`src/rtl/msu_data_fetch.sv`:
```
// MSU-1 data-port streamer: prefetches 16-bit words from the data file into a
// byte FIFO and presents the head byte to the $2001 read port.
module msu_data_fetch #(
   parameter int unsigned DEPTH_LOG2 = 4
) (
   input  logic        CLK,
   input  logic        RESET,
   input  logic        msu_data_seek,
   input  logic [31:0] msu_data_addr,
   output logic [7:0]  msu_data_in,
   output logic        msu_status_data_busy,
   output logic        mem_rd,
   output logic [31:0] mem_addr,
   input  logic        mem_ack,
   input  logic [15:0] mem_data
);

   localparam int unsigned DEPTH = 1 << DEPTH_LOG2;
   localparam int unsigned CW    = DEPTH_LOG2 + 1;

   // HOLD is the "waiting for space" flavour of WAIT: no request outstanding.
   typedef enum logic [2:0] {S_IDLE, S_REQ, S_WAIT, S_HOLD, S_FLUSH} state_t;

   state_t                state, state_nx;
   logic [7:0]            fifo [DEPTH];
   logic [DEPTH_LOG2-1:0] wr_ptr, rd_ptr, wr_ptr1;
   logic [CW-1:0]         count, count_nx, free_nx;
   logic [7:0]            debt, debt_nx;
   logic                  skip_first;
   logic [31:0]           fetch_addr, fetch_nx, addr_q;
   logic [7:0]            last_q;
   logic                  pop_evt, pop_ok, take, push0, push1;
   logic [1:0]            push_n;

   // Pop detection, byte acceptance with underrun debt, FIFO occupancy
   always_comb begin
      pop_evt = (msu_data_addr != addr_q) && !msu_data_seek;
      pop_ok  = pop_evt && (count != '0);
      take    = (state == S_WAIT) && mem_ack && !msu_data_seek;
      push0   = 1'b0;
      push1   = 1'b0;
      debt_nx = debt;
      if (take) begin
         if (!skip_first) begin
            if (debt_nx != '0) debt_nx = debt_nx - 8'd1;
            else               push0   = 1'b1;
         end
         if (debt_nx != '0) debt_nx = debt_nx - 8'd1;
         else               push1   = 1'b1;
      end
      if (pop_evt && (count == '0) && (debt_nx != 8'hFF)) debt_nx = debt_nx + 8'd1;
      if (msu_data_seek) debt_nx = '0;
      push_n   = {1'b0, push0} + {1'b0, push1};
      count_nx = count + CW'(push_n) - CW'(pop_ok);
      if (msu_data_seek) count_nx = '0;
      free_nx  = CW'(DEPTH) - count_nx;
      wr_ptr1  = wr_ptr + 1'b1;
   end

   // Next-state and fetch address; a seek overrides every other transition
   always_comb begin
      state_nx = state;
      fetch_nx = fetch_addr;
      case (state)
         S_IDLE:  state_nx = S_IDLE;
         S_REQ:   state_nx = S_WAIT;
         S_WAIT:  if (mem_ack) begin
                     fetch_nx = fetch_addr + 32'd2;
                     state_nx = (free_nx >= CW'(2)) ? S_REQ : S_HOLD;
                  end
         S_HOLD:  if (free_nx >= CW'(2)) state_nx = S_REQ;
         S_FLUSH: if (mem_ack) state_nx = S_REQ;
         default: state_nx = S_IDLE;
      endcase
      if (msu_data_seek) begin
         fetch_nx = {msu_data_addr[31:1], 1'b0};
         state_nx = ((state == S_WAIT || state == S_FLUSH) && !mem_ack) ? S_FLUSH : S_REQ;
      end
   end

   // State, pointers, counters and the registered memory address
   always_ff @(posedge CLK) begin
      if (RESET) begin
         state      <= S_IDLE;
         count      <= '0;
         debt       <= '0;
         wr_ptr     <= '0;
         rd_ptr     <= '0;
         skip_first <= 1'b0;
         fetch_addr <= '0;
         addr_q     <= '0;
         last_q     <= '0;
         mem_addr   <= '0;
      end else begin
         state      <= state_nx;
         count      <= count_nx;
         debt       <= debt_nx;
         fetch_addr <= fetch_nx;
         addr_q     <= msu_data_addr;
         last_q     <= msu_data_in;
         if (state_nx == S_REQ) mem_addr <= fetch_nx;
         if (msu_data_seek)  skip_first <= msu_data_addr[0];
         else if (take)      skip_first <= 1'b0;
         if (msu_data_seek) begin
            wr_ptr <= '0;
            rd_ptr <= '0;
         end else begin
            wr_ptr <= wr_ptr + DEPTH_LOG2'(push_n);
            rd_ptr <= rd_ptr + DEPTH_LOG2'(pop_ok);
         end
      end
   end

   // FIFO storage; low byte lands before high byte
   always_ff @(posedge CLK) begin
      if (!RESET && !msu_data_seek) begin
         if (push0) fifo[wr_ptr] <= mem_data[7:0];
         if (push1) fifo[push0 ? wr_ptr1 : wr_ptr] <= mem_data[15:8];
      end
   end

   // Outputs: head byte (held when empty), busy, one-cycle read strobe
   always_comb begin
      msu_data_in          = (count != '0) ? fifo[rd_ptr] : last_q;
      msu_status_data_busy = (state != S_IDLE) && ((count == '0) || (debt != '0));
      mem_rd               = (state == S_REQ);
   end

endmodule

```
`config.mk`:
```
export PLATFORM = sky130hd
export DESIGN_NAME = msu_data_fetch
export DESIGN_NICKNAME = d
export VERILOG_FILES = /design/src/rtl/msu_data_fetch.sv
export SDC_FILE = /design/constraint.sdc
export NUM_CORES = 1
export LEC_CHECK = 0
export ABC_AREA = 1
export ABC_CLOCK_PERIOD_IN_PS = 5600
export BUFFER_PORTS_ARGS = -buffer_cell sky130_fd_sc_hd__buf_2
export CAP_MARGIN = 30
export CORE_MARGIN = 2
export CORE_UTILIZATION = 40
export DETAILED_ROUTE_END_ITERATION = 8
export SYNTH_ARGS = -nofsm -noshare
export SYNTH_HDL_FRONTEND = slang
export SYNTH_SLANG_ARGS = --single-unit
```
`constraint.sdc`:
```
create_clock -name CLK -period 5.6 [get_ports CLK]
set_input_delay 0.84 -clock CLK [delete_from_list [all_inputs] [get_ports CLK]]
set_output_delay 0.84 -clock CLK [all_outputs]
set_load 0.01 [all_outputs]
```
==> impl_results.md, run 1 <==
- Final global-route overflow total: 0
- Worst setup SP type: register
- Reg power frac: around two fifths
- Worst Path Arrival: between 5000 and 6000 ps
- Hold Path Class: reg -> reg
- Syn Nets: roughly 1800
- Total number of vias: 11602
- Clk pwr share: between 30% and 40%
- Synthesis Warnings: 0
- Seq/Total Area, Yosys: 46.7%
- Register area: about 6400 um^2
- Hold Path Cell Cnt: 2
- Total wire length: ~39 mm
- Worst EP required: around 6000 ps
- F_max: approximately 0.2 GHz
- IO Count: between 90 and 100
- Synth unique cells: 50
- Nets: ~1800
- Net Sw Frac: a little under a third
- Pin count of the biggest net entering global routing: 66
- Starting DRT DRC Count: 1028
- CP most frequent cell: inv_1
- Peak VDD IR: approximately 220 uV
- Post-DP HPWL: about 27 mm
- Crit path to: mem_addr[3]
- Clock Pin Slew Worst Setup and Hold Paths: 60 ps
- Clk sink count: roughly 260
- Delay-heaviest family, CP: simple AND/OR/NAND/NOR gates
- Root buffer cell: clkbuf_16
- Fin crit share: 91.2%
- Initial Util: 40.8%
- DRT Pass-1 Iters: 5
- Final-report max-slew violation count: 0
- Post-synth top flop: dfxtp_1
- Die height: roughly 190 um
- Antenna-violating nets left: 0
- Clock Skew: 10.9 ps
- Footprint of the multi-input gates: just over 6000 um^2
- Final TNS setup: 0 ps
- Total power: slightly above 5 mW
- Avg Cell Area, Syn: 8.05 um^2
- Critical path buffer and inverter count: 7
- Cell area after synthesis: approximately 14000 um^2
- Critical path depth: 31
- P_int: between 3 and 4 mW
- Core Area: approximately 34000 um^2
- Placement Setup Slack: around 350 ps
- RR Endpoint: mem_addr[3]
- Worst setup path start: debt[0]
- Minimum clock period: ~5100 ps
- Num CTS Buffers: 28
- Power per cell area: between 300 and 400 nW/um^2
- Filler instances: approximately 3400
- Cell depth of the worst flop-to-flop path: 31
- Number of global-route vias before repair: 10980
- Setup violators final: 0
- Routed wire per std cell: between 15 and 20 um
- Worst slew pin tran: roughly 830 ps
- Drt drc: 0
- Leak pwr: roughly 6.7 nW
- Worst-Skew Late Latency: 550 ps
- IO Port Bufs: 93
- Relative slew slack: between 40% and 50%
- FP Rows: 67
- CTS Buffer Depth: 3
- CP max stage delay: ~460 ps
- Share of cells above drive strength 1: around 15%
- Logic pwr share: 23.8%
- Final hold slack: around 450 ps
- Setup Fix Bufs, Post-CTS: 0
- Gpl congestion: 0.911
- P_sw: 1.64 mW
- Core Util, Final: around 46%
- Crit end category: register
- #FFs+latches synth: about 260
- Flop2flop setup slack: about 490 ps
- Initial antenna violation count: 2
- Setup ws final: a little under 500 ps
- Crit Reg-Reg Startpoint: debt[0]
- Cells after Synth: roughly 1700
- Critical path class: reg -> reg
- Die X: ~190 um
- Status: finished, final reports clean
- CTS tree: done
- Crit-path max FO: 11
- Via/cell ratio: slightly above 5
- Die ar.: 35900 um^2
- H-Tree Depth: 1
- EDFF count, synth: 128
- Max_cap viols: 0
- All-layer global routing usage: between 20% and 30%
- Slowest CP cell: fa_1
- Area grow syn2layout: 12.5%
- Ys async rst share: 0%
- First-pass GRT wire length: about 61 mm
- Final Hold Fails: 0
-- per-layer routing --
| layer | wire (um) | GRT usage [%] | part of all wire [%] | vias up |
|---|---|---|---|---|
| li1 | - | - | - | 5792 |
| met1 | 17100 | 29.0 | 44 | 5379 |
| met2 | 17600 | 35.0 | 46 | 359 |
| met3 | 2410 | 2.82 | 6.2 | 72 |
| met4 | 1470 | 8.50 | 3.8 | 0 |
| met5 | 0 | 0 | 0 | - |
-- worst min path at each step --
stage | from | end | slack [ps]
global route | fetch_addr[0] | fetch_addr[0] | 480
floorplan | fetch_addr[0] | fetch_addr[0] | 410
finish | fetch_addr[0] | fetch_addr[0] | 450
detailed placement | fetch_addr[0] | fetch_addr[0] | 440
global placement | fetch_addr[0] | fetch_addr[0] | 430
CTS | fetch_addr[0] | fetch_addr[0] | 460
-- power groups by stage --
stage | clock (mW) | sequential (mW) | combinational [mW]
2_1_floorplan | 0 | 2.16 | 0.825
3_3_place_gp | 0 | 2.16 | 1.20
3_5_place_dp | 0 | 2.16 | 1.23
4_1_cts | 1.85 | 2.12 | 1.23
5_1_grt | 1.93 | 2.13 | 1.41
6_report | 1.83 | 2.12 | 1.23
-- state kept, by name, summed over array words and instances (netlist names) --
register    flops
fifo          128
addr_q         32
fetch_addr     32
mem_addr       32
debt            8
last_q          8
count           5
rd_ptr          4
wr_ptr          4
state           3
skip_first      1
-- synth_stat cells (all sizes together) (2+ instances only) --
cell type / instances / area, um^2
nand2: 323 / 1350
o22ai: 12 / 75.1
clkinv: 3 / 11.3
nor4: 3 / 18.8
inv: 169 / 639
dfxtp: 129 / 2580
a31oi: 2 / 12.5
nand4: 20 / 140
xor2: 16 / 166
or2: 16 / 100
xnor2: 30 / 263
nand3: 76 / 398
a21oi: 36 / 180
o2111ai: 2 / 17.5
ha: 22 / 275
nor3: 13 / 70.1
clkbuf: 44 / 165
o211ai: 3 / 22.5
o221ai: 24 / 210
o21ai: 267 / 1430
buf: 46 / 302
nor2: 303 / 1310
o31ai: 4 / 30.0
edfxtp: 128 / 3840
fa: 2 / 40.0
nand3b: 8 / 60.1
-- repair_timing --
action                                  in CTS  in global routing
resized for setup                            0                  9
endpoints found under the setup margin       0                 32
hold buffers                                 0                  0
-- layout by cell type (no fill, tap or decap), drive strengths merged, types with 16 or more instances in the layout --
cell type	count
nor2	303
buf	121
dfxtp	129
nand4	20
nand2	323
or2	16
o221ai	24
edfxtp	128
o21ai	267
xnor2	30
nand3	76
clkbuf	38
ha	22
a21oi	36
xor2	16
inv	170
-- through the flow --
stage	cell area, um^2	instances
4_1_cts	15400	2238
5_1_grt	15500	2240
2_1_floorplan	13800	1708
3_5_place_dp	14500	2187
3_3_place_gp	14500	2185
6_report	15500	2240
-- worst register-to-register path: cells and delay by family (launching register included) --
kind	cells	cell delay, ps
AO/OA/AOI/OAI	2	370
adder cells (fa/ha/maj)	7	1810
buffers and inverters	7	620
flip-flops	1	350
AND/OR/NAND/NOR	15	1860
-- area by class of cell --
class / instances / area share (%)
timing repair buffer: 121 / 4.52
clock buffer: 38 / 5.04
antenna: 2 / 0.0324
tap: 448 / 3.62
inverter: 172 / 4.22
sequential: 257 / 41.5
clock inverter: 13 / 0.760
multi-input combinational: 1189 / 40.3
-- logic make-up after synthesis --
kind of cell,synth area share [%]
simple gates,25.2
compound gates,14.6
buf+inv,8.12
flops,46.7
xor+xnor,3.12
fa+ha+maj,2.29
Power figures use the tool's default switching activity.
==> run 2, diff against run 1 <==
Settings changed: RECOVER_POWER set to 50.
==> impl_results.md, run 2 (synthesized netlist as in run 1, its figures left out) <==
- Post-DP HPWL: 26.7 mm (unchanged)
- Final instance area: 15200 um^2 (-1.7%)
- Die ar.: 35900 um^2 (unchanged)
- Max reg flops: 128 (unchanged)
- Nets: 1845 (unchanged)
- IO Count: 94 (unchanged)
- F_max: 0.196 GHz (-0.12%)
- Filler instances: 3424 (+2.1%)
- Setup Fix Bufs, Post-CTS: 0 (unchanged)
- Crit end category: register
- Num CTS Buffers: 28 (unchanged)
- Hold_sp: fetch_addr[0]
- # hold bufs at CTS: 0 (unchanged)
- Relative slew slack: -102% (-150 points)
- Worst Path Arrival: 5580 ps (about the same)
- Worst-Skew Late Latency: 550 ps (about the same)
- Initial antenna violation count: 2 (unchanged)
- Pin count of the biggest net entering global routing: 66 (unchanged)
- Initial Util: 40.8% (unchanged)
- Most frequent cells in the layout: nand2_1 (315), nor2_1 (292), o21ai_0 (209), inv_1 (155)
- Max_cap viols: 1 (+1)
- Total power: 5.17 mW (-0.27%)
- Final Hold Fails: 0 (unchanged)
- Via/cell ratio: 5.16 (-0.38%)
- Clk sink count: 257 (unchanged)
- Biggest register: fifo
- Peak VDD IR: 224 uV (about the same)
- Total wire length: 38.6 mm (about the same)
- Setup violators final: 0 (unchanged)
- IO Port Bufs: 93 (unchanged)
- Status: complete, but fails checks
- Routed wire per std cell: 17.2 um (about the same)
- Clock Skew: 11.9 ps (+1.03 ps)
- Drt drc: 0 (unchanged)
- Placed insts: 2187 (unchanged)
- Final global-route overflow total: 0 (unchanged)
- Minimum clock period: 5110 ps (+6.19 ps)
- Die X: 189 um (unchanged)
- Commonest non-fill, non-tap cell in the layout: nand2_1
- Final TNS setup: 0 ps (unchanged)
- Gpl congestion: 0.911 (unchanged)
- Worst EP required: 6070 ps (about the same)
- Critical path class: reg -> reg
- Area grow syn2layout: 10.6%
- Total number of vias: 11558 (-0.38%)
- Antenna-violating nets left: 0 (unchanged)
- All-layer global routing usage: 21.5% (unchanged)
- DRT Pass-1 Iters: 5 (unchanged)
- Worst setup SP type: register
- CTS tree: done
- Dpl cell area: 14500 um^2 (unchanged)
- Register area: 6430 um^2 (unchanged)
- Worst slew pin tran: 3030 ps (+2200 ps)
- Final-report max-slew violation count: 66 (+66)
- Final hold slack: 449 ps (-3.62 ps)
- Root buffer cell: clkbuf_16
- Slowest CP cell: fa_1
- Power per cell area: 340 nW/um^2 (+1.4%)
- FP Rows: 67 (unchanged)
- Fin crit share: 91.3% (+0.11 points)
- Delay-heaviest family, CP: simple AND/OR/NAND/NOR gates
- Final Instance Count excl. Fillers: 2240 (unchanged)
- First-pass GRT wire length: 60.5 mm (unchanged)
- Clock Pin Slew Worst Setup and Hold Paths: 60 ps (about the same)
- Failing checks: max-capacitance violations, max-slew violations
- Die height: 189 um (unchanged)
- Worst setup path start: debt[0]
- Core Area: 33700 um^2 (unchanged)
- Crit-path max FO: 11 (unchanged)
- CP max stage delay: 460 ps (about the same)
- Crit Reg-Reg Startpoint: debt[0]
- CTS Buffer Depth: 3 (unchanged)
- Starting DRT DRC Count: 946 (-8.0%)
- Critical path buffer and inverter count: 7 (unchanged)
- Share of cells above drive strength 1: 10.9% (-3.9 points)
- Number of global-route vias before repair: 10980 (unchanged)
- Footprint of the multi-input gates: 6020 um^2 (-3.4%)
- Leak pwr: 6.37 nW (-5.5%)
- Hold Path Class: reg -> reg
- H-Tree Depth: 1 (unchanged)
- CP most frequent cell: inv_1
==> run 2: layer usage <==
metal	part of all wire, %	wire length [um]	GRT usage, %	vias to the layer above
met2	46	17700	35.0	333
met4	3.9	1490	8.50	0
li1	-	-	-	5778
met1	45	17200	29.0	5373
met3	5.8	2240	2.82	74
met5	0	0	0	-
==> run 2: path summary, 6_finish.rpt <==
kind                                      end  slack (ps)  cells after the start
worst min register to register  fetch_addr[0]         450                      2
worst max-delay path              mem_addr[3]         490                     31
worst min-delay path            fetch_addr[0]         450                      2
worst max register to register    mem_addr[3]         490                     31
==> run 2: report_power, final <==
part | switching (mW) | internal [mW] | total (mW)
Combinational | 0.820 | 0.399 | 1.22
Sequential | 0.0518 | 2.07 | 2.12
Clock | 0.769 | 1.06 | 1.83
Total | 1.64 | 3.53 | 5.17
==> run 2: worst register-to-register path, delay by kind of cell (launching register included) <==
kind	cells	cell delay, ps
buffers and inverters	7	620
AND/OR/NAND/NOR	15	1870
adder cells (fa/ha/maj)	7	1810
flip-flops	1	350
AO/OA/AOI/OAI	2	380
==> run 2: cell type report <==
class,count,area share [%]
flip-flops and latches,257,42.3
multi-input cells,1189,39.6
clock buffers,38,5.13
inverters,172,4.29
repair buffers,121,4.25
well taps,448,3.69
clock inverters,13,0.773
diodes,2,0.0329
==> run 2: what timing repair did <==
| action | in CTS | in global routing |
|---|---|---|
| endpoints found under the setup margin | 0 | 32 |
| gates resized for setup | 0 | 9 |
| hold endpoints to repair | 0 | 0 |
==> run 2: stage by stage <==
| step | util, % | setup slack [ps] |
|---|---|---|
| floorplan | - | 964 |
| global placement | 43.1 | 580 |
| detailed placement | 43.2 | 349 |
| CTS | 45.8 | 327 |
| global route | 45.1 | -9.17 |
| finish | 45.1 | 489 |
==> run 3, diff against run 2 <==
==> constraint.sdc (replaced) <==
create_clock -name CLK -period 5.6 [get_ports CLK]
set_input_delay 1.12 -clock CLK [delete_from_list [all_inputs] [get_ports CLK]]
set_output_delay 1.12 -clock CLK [all_outputs]
set_load 0.01 [all_outputs]
==> impl_results.md, run 3 (synthesized netlist as in run 1, its figures left out) <==
- Via/cell ratio: 5.20 (+0.76%)
- CP max stage delay: 460 ps (about the same)
- Total power: 5.33 mW (+3.0%)
- Die ar.: 35900 um^2 (unchanged)
- Setup violators final: 0 (unchanged)
- Total number of vias: 11636 (+0.67%)
- DRT Pass-1 Iters: 5 (unchanged)
- Max_cap viols: 2 (+1)
- CTS tree: done
- Final TNS setup: 0 ps (unchanged)
- Worst-Skew Late Latency: 550 ps (about the same)
- Clk sink count: 257 (unchanged)
- Relative slew slack: -30.7% (+71 points)
- Crit end category: register
- Diodes inserted: 0 (-2)
- Area grow syn2layout: 11.1%
- Final global-route overflow total: 0 (unchanged)
- Leak pwr: 6.39 nW (+0.32%)
- Global-route met2 utilization: 36.0% (+0.94 points)
- M1 GR Usage: 29.6% (+0.54 points)
- IO Count: 94 (unchanged)
- Drt drc: 0 (unchanged)
- Placement Setup Slack: 202 ps (-147 ps)
- Dpl cell area: 14500 um^2 (-0.19%)
- Gpl congestion: 0.905 (-0.64%)
- Commonest non-fill, non-tap cell in the layout: nand2_1
- Max reg flops: 128 (unchanged)
- F_max: 0.198 GHz (+1.1%)
- Antenna-violating nets left: 0 (unchanged)
- Initial Util: 40.8% (unchanged)
- Worst slew pin tran: 1960 ps (-1070 ps)
- Minimum clock period: 5060 ps (-55.6 ps)
- RSZ-0062 raised after global routing: false
- Fin crit share: 90.3% (-0.99 points)
- H-Tree Depth: 1 (unchanged)
- CP most frequent cell: inv_1
- Clock Pin Slew Worst Setup and Hold Paths: 60 ps (about the same)
- Status: complete, but fails checks
- Final hold slack: 446 ps (-2.96 ps)
- Hold Path Class: reg -> reg
- Root buffer cell: clkbuf_16
- Routed wire per std cell: 17.5 um (+1.5%)
- Filler instances: 3403 (-0.61%)
- Die X: 189 um (unchanged)
- Core Area: 33700 um^2 (unchanged)
- Nets: 1844 (-0.054%)
- Register area: 6430 um^2 (about the same)
- Total wire length: 39.2 mm (+1.4%)
- Worst Path Arrival: 5550 ps (-30 ps)
- Crit-path max FO: 11 (unchanged)
- Final instance area: 15300 um^2 (+0.48%)
- CTS Buffer Depth: 3 (unchanged)
- Pin count of the biggest net entering global routing: 65 (-1.5%)
- Worst setup SP type: register
- Starting DRT DRC Count: 994 (+5.1%)
- Footprint of the multi-input gates: 6040 um^2 (+0.37%)
- IO Port Bufs: 93 (unchanged)
- Post-DP HPWL: 27.1 mm (+1.3%)
- Num CTS Buffers: 28 (unchanged)
- Critical path class: reg -> reg
- FP Rows: 67 (unchanged)
- Setup ws final: 544 ps (+55.6 ps)
- Slowest CP cell: fa_1
- Critical path buffer and inverter count: 7 (unchanged)
- Final Hold Fails: 0 (unchanged)
- Power per cell area: 349 nW/um^2 (+2.5%)
- Initial antenna violation count: 0 (-2)
- Clock Skew: 26.9 ps (+15.0 ps)
- Number of global-route vias before repair: 11012 (+0.29%)
- Die height: 189 um (unchanged)
- Biggest register: fifo
- Worst EP required: 6090 ps (+20 ps)
- Grt met3 use: 2.89% (+0.074 points)
- Most frequent cells in the layout: nand2_1 (314), nor2_1 (288), o21ai_0 (210), inv_1 (158), dfxtp_1 (129)
- Share of cells above drive strength 1: 11.3% (+0.45 points)
- All-layer global routing usage: 21.7% (+0.21 points)
- Peak VDD IR: 225 uV (+0.31%)
- First-pass GRT wire length: 61.2 mm (+1.0%)
- GR peak layer: met2
- Final-report max-slew violation count: 73 (+11%)
- Failing checks: max-capacitance violations, max-slew violations
- Delay-heaviest family, CP: adder cells
[run 3: through the flow]
step	cells	utilization, %
floorplan	1708	-
global placement	2186	43.1
detailed placement	2186	43.1
CTS	2238	46.0
global route	2238	45.3
finish	2238	45.3
[run 3: timing repair]
item                       4_1_cts  5_1_grt
resized for setup                0       11
setup buffers                    0        0
setup endpoints to repair        0       32
hold buffers                     0        0
[run 3: where the power goes]
part	leakage (nW)	total (mW)	switching, mW	internal, mW
registers	2.22	2.14	0.0688	2.07
logic	3.69	1.21	0.814	0.395
clock network	0.482	1.98	0.791	1.19
[run 3: final cells by class]
| class | count | share of cell area (%) |
|---|---|---|
| flip-flops and latches | 257 | 42.1 |
| multi-input cells | 1189 | 39.5 |
| clock buffers | 39 | 5.26 |
| inverters | 172 | 4.27 |
| repair buffers | 120 | 4.04 |
| well taps | 448 | 3.67 |
| clock inverters | 13 | 1.17 |
[run 3: path summary, 6_finish.rpt]
check | startpoint | to | slack, ps | depth (start not counted)
worst max register to register | debt[0] | mem_addr[9] | 540 | 31
worst max-delay path | debt[0] | mem_addr[9] | 540 | 31
worst min-delay path | fetch_addr[0] | fetch_addr[0] | 450 | 2
worst min register to register | fetch_addr[0] | fetch_addr[0] | 450 | 2
[run 3: worst min-delay path: stages, from the launching register on]
cell and delay, ps:
dfxtp_1 310, nand2_1 70, inv_1 50
[run 3: metal layers]
| metal | wire length (um) | vias up |
|---|---|---|
| met5 | 0 | - |
| met4 | 959 | 0 |
| met3 | 2160 | 56 |
| met2 | 18300 | 338 |
| met1 | 17700 | 5464 |
| li1 | - | 5778 |
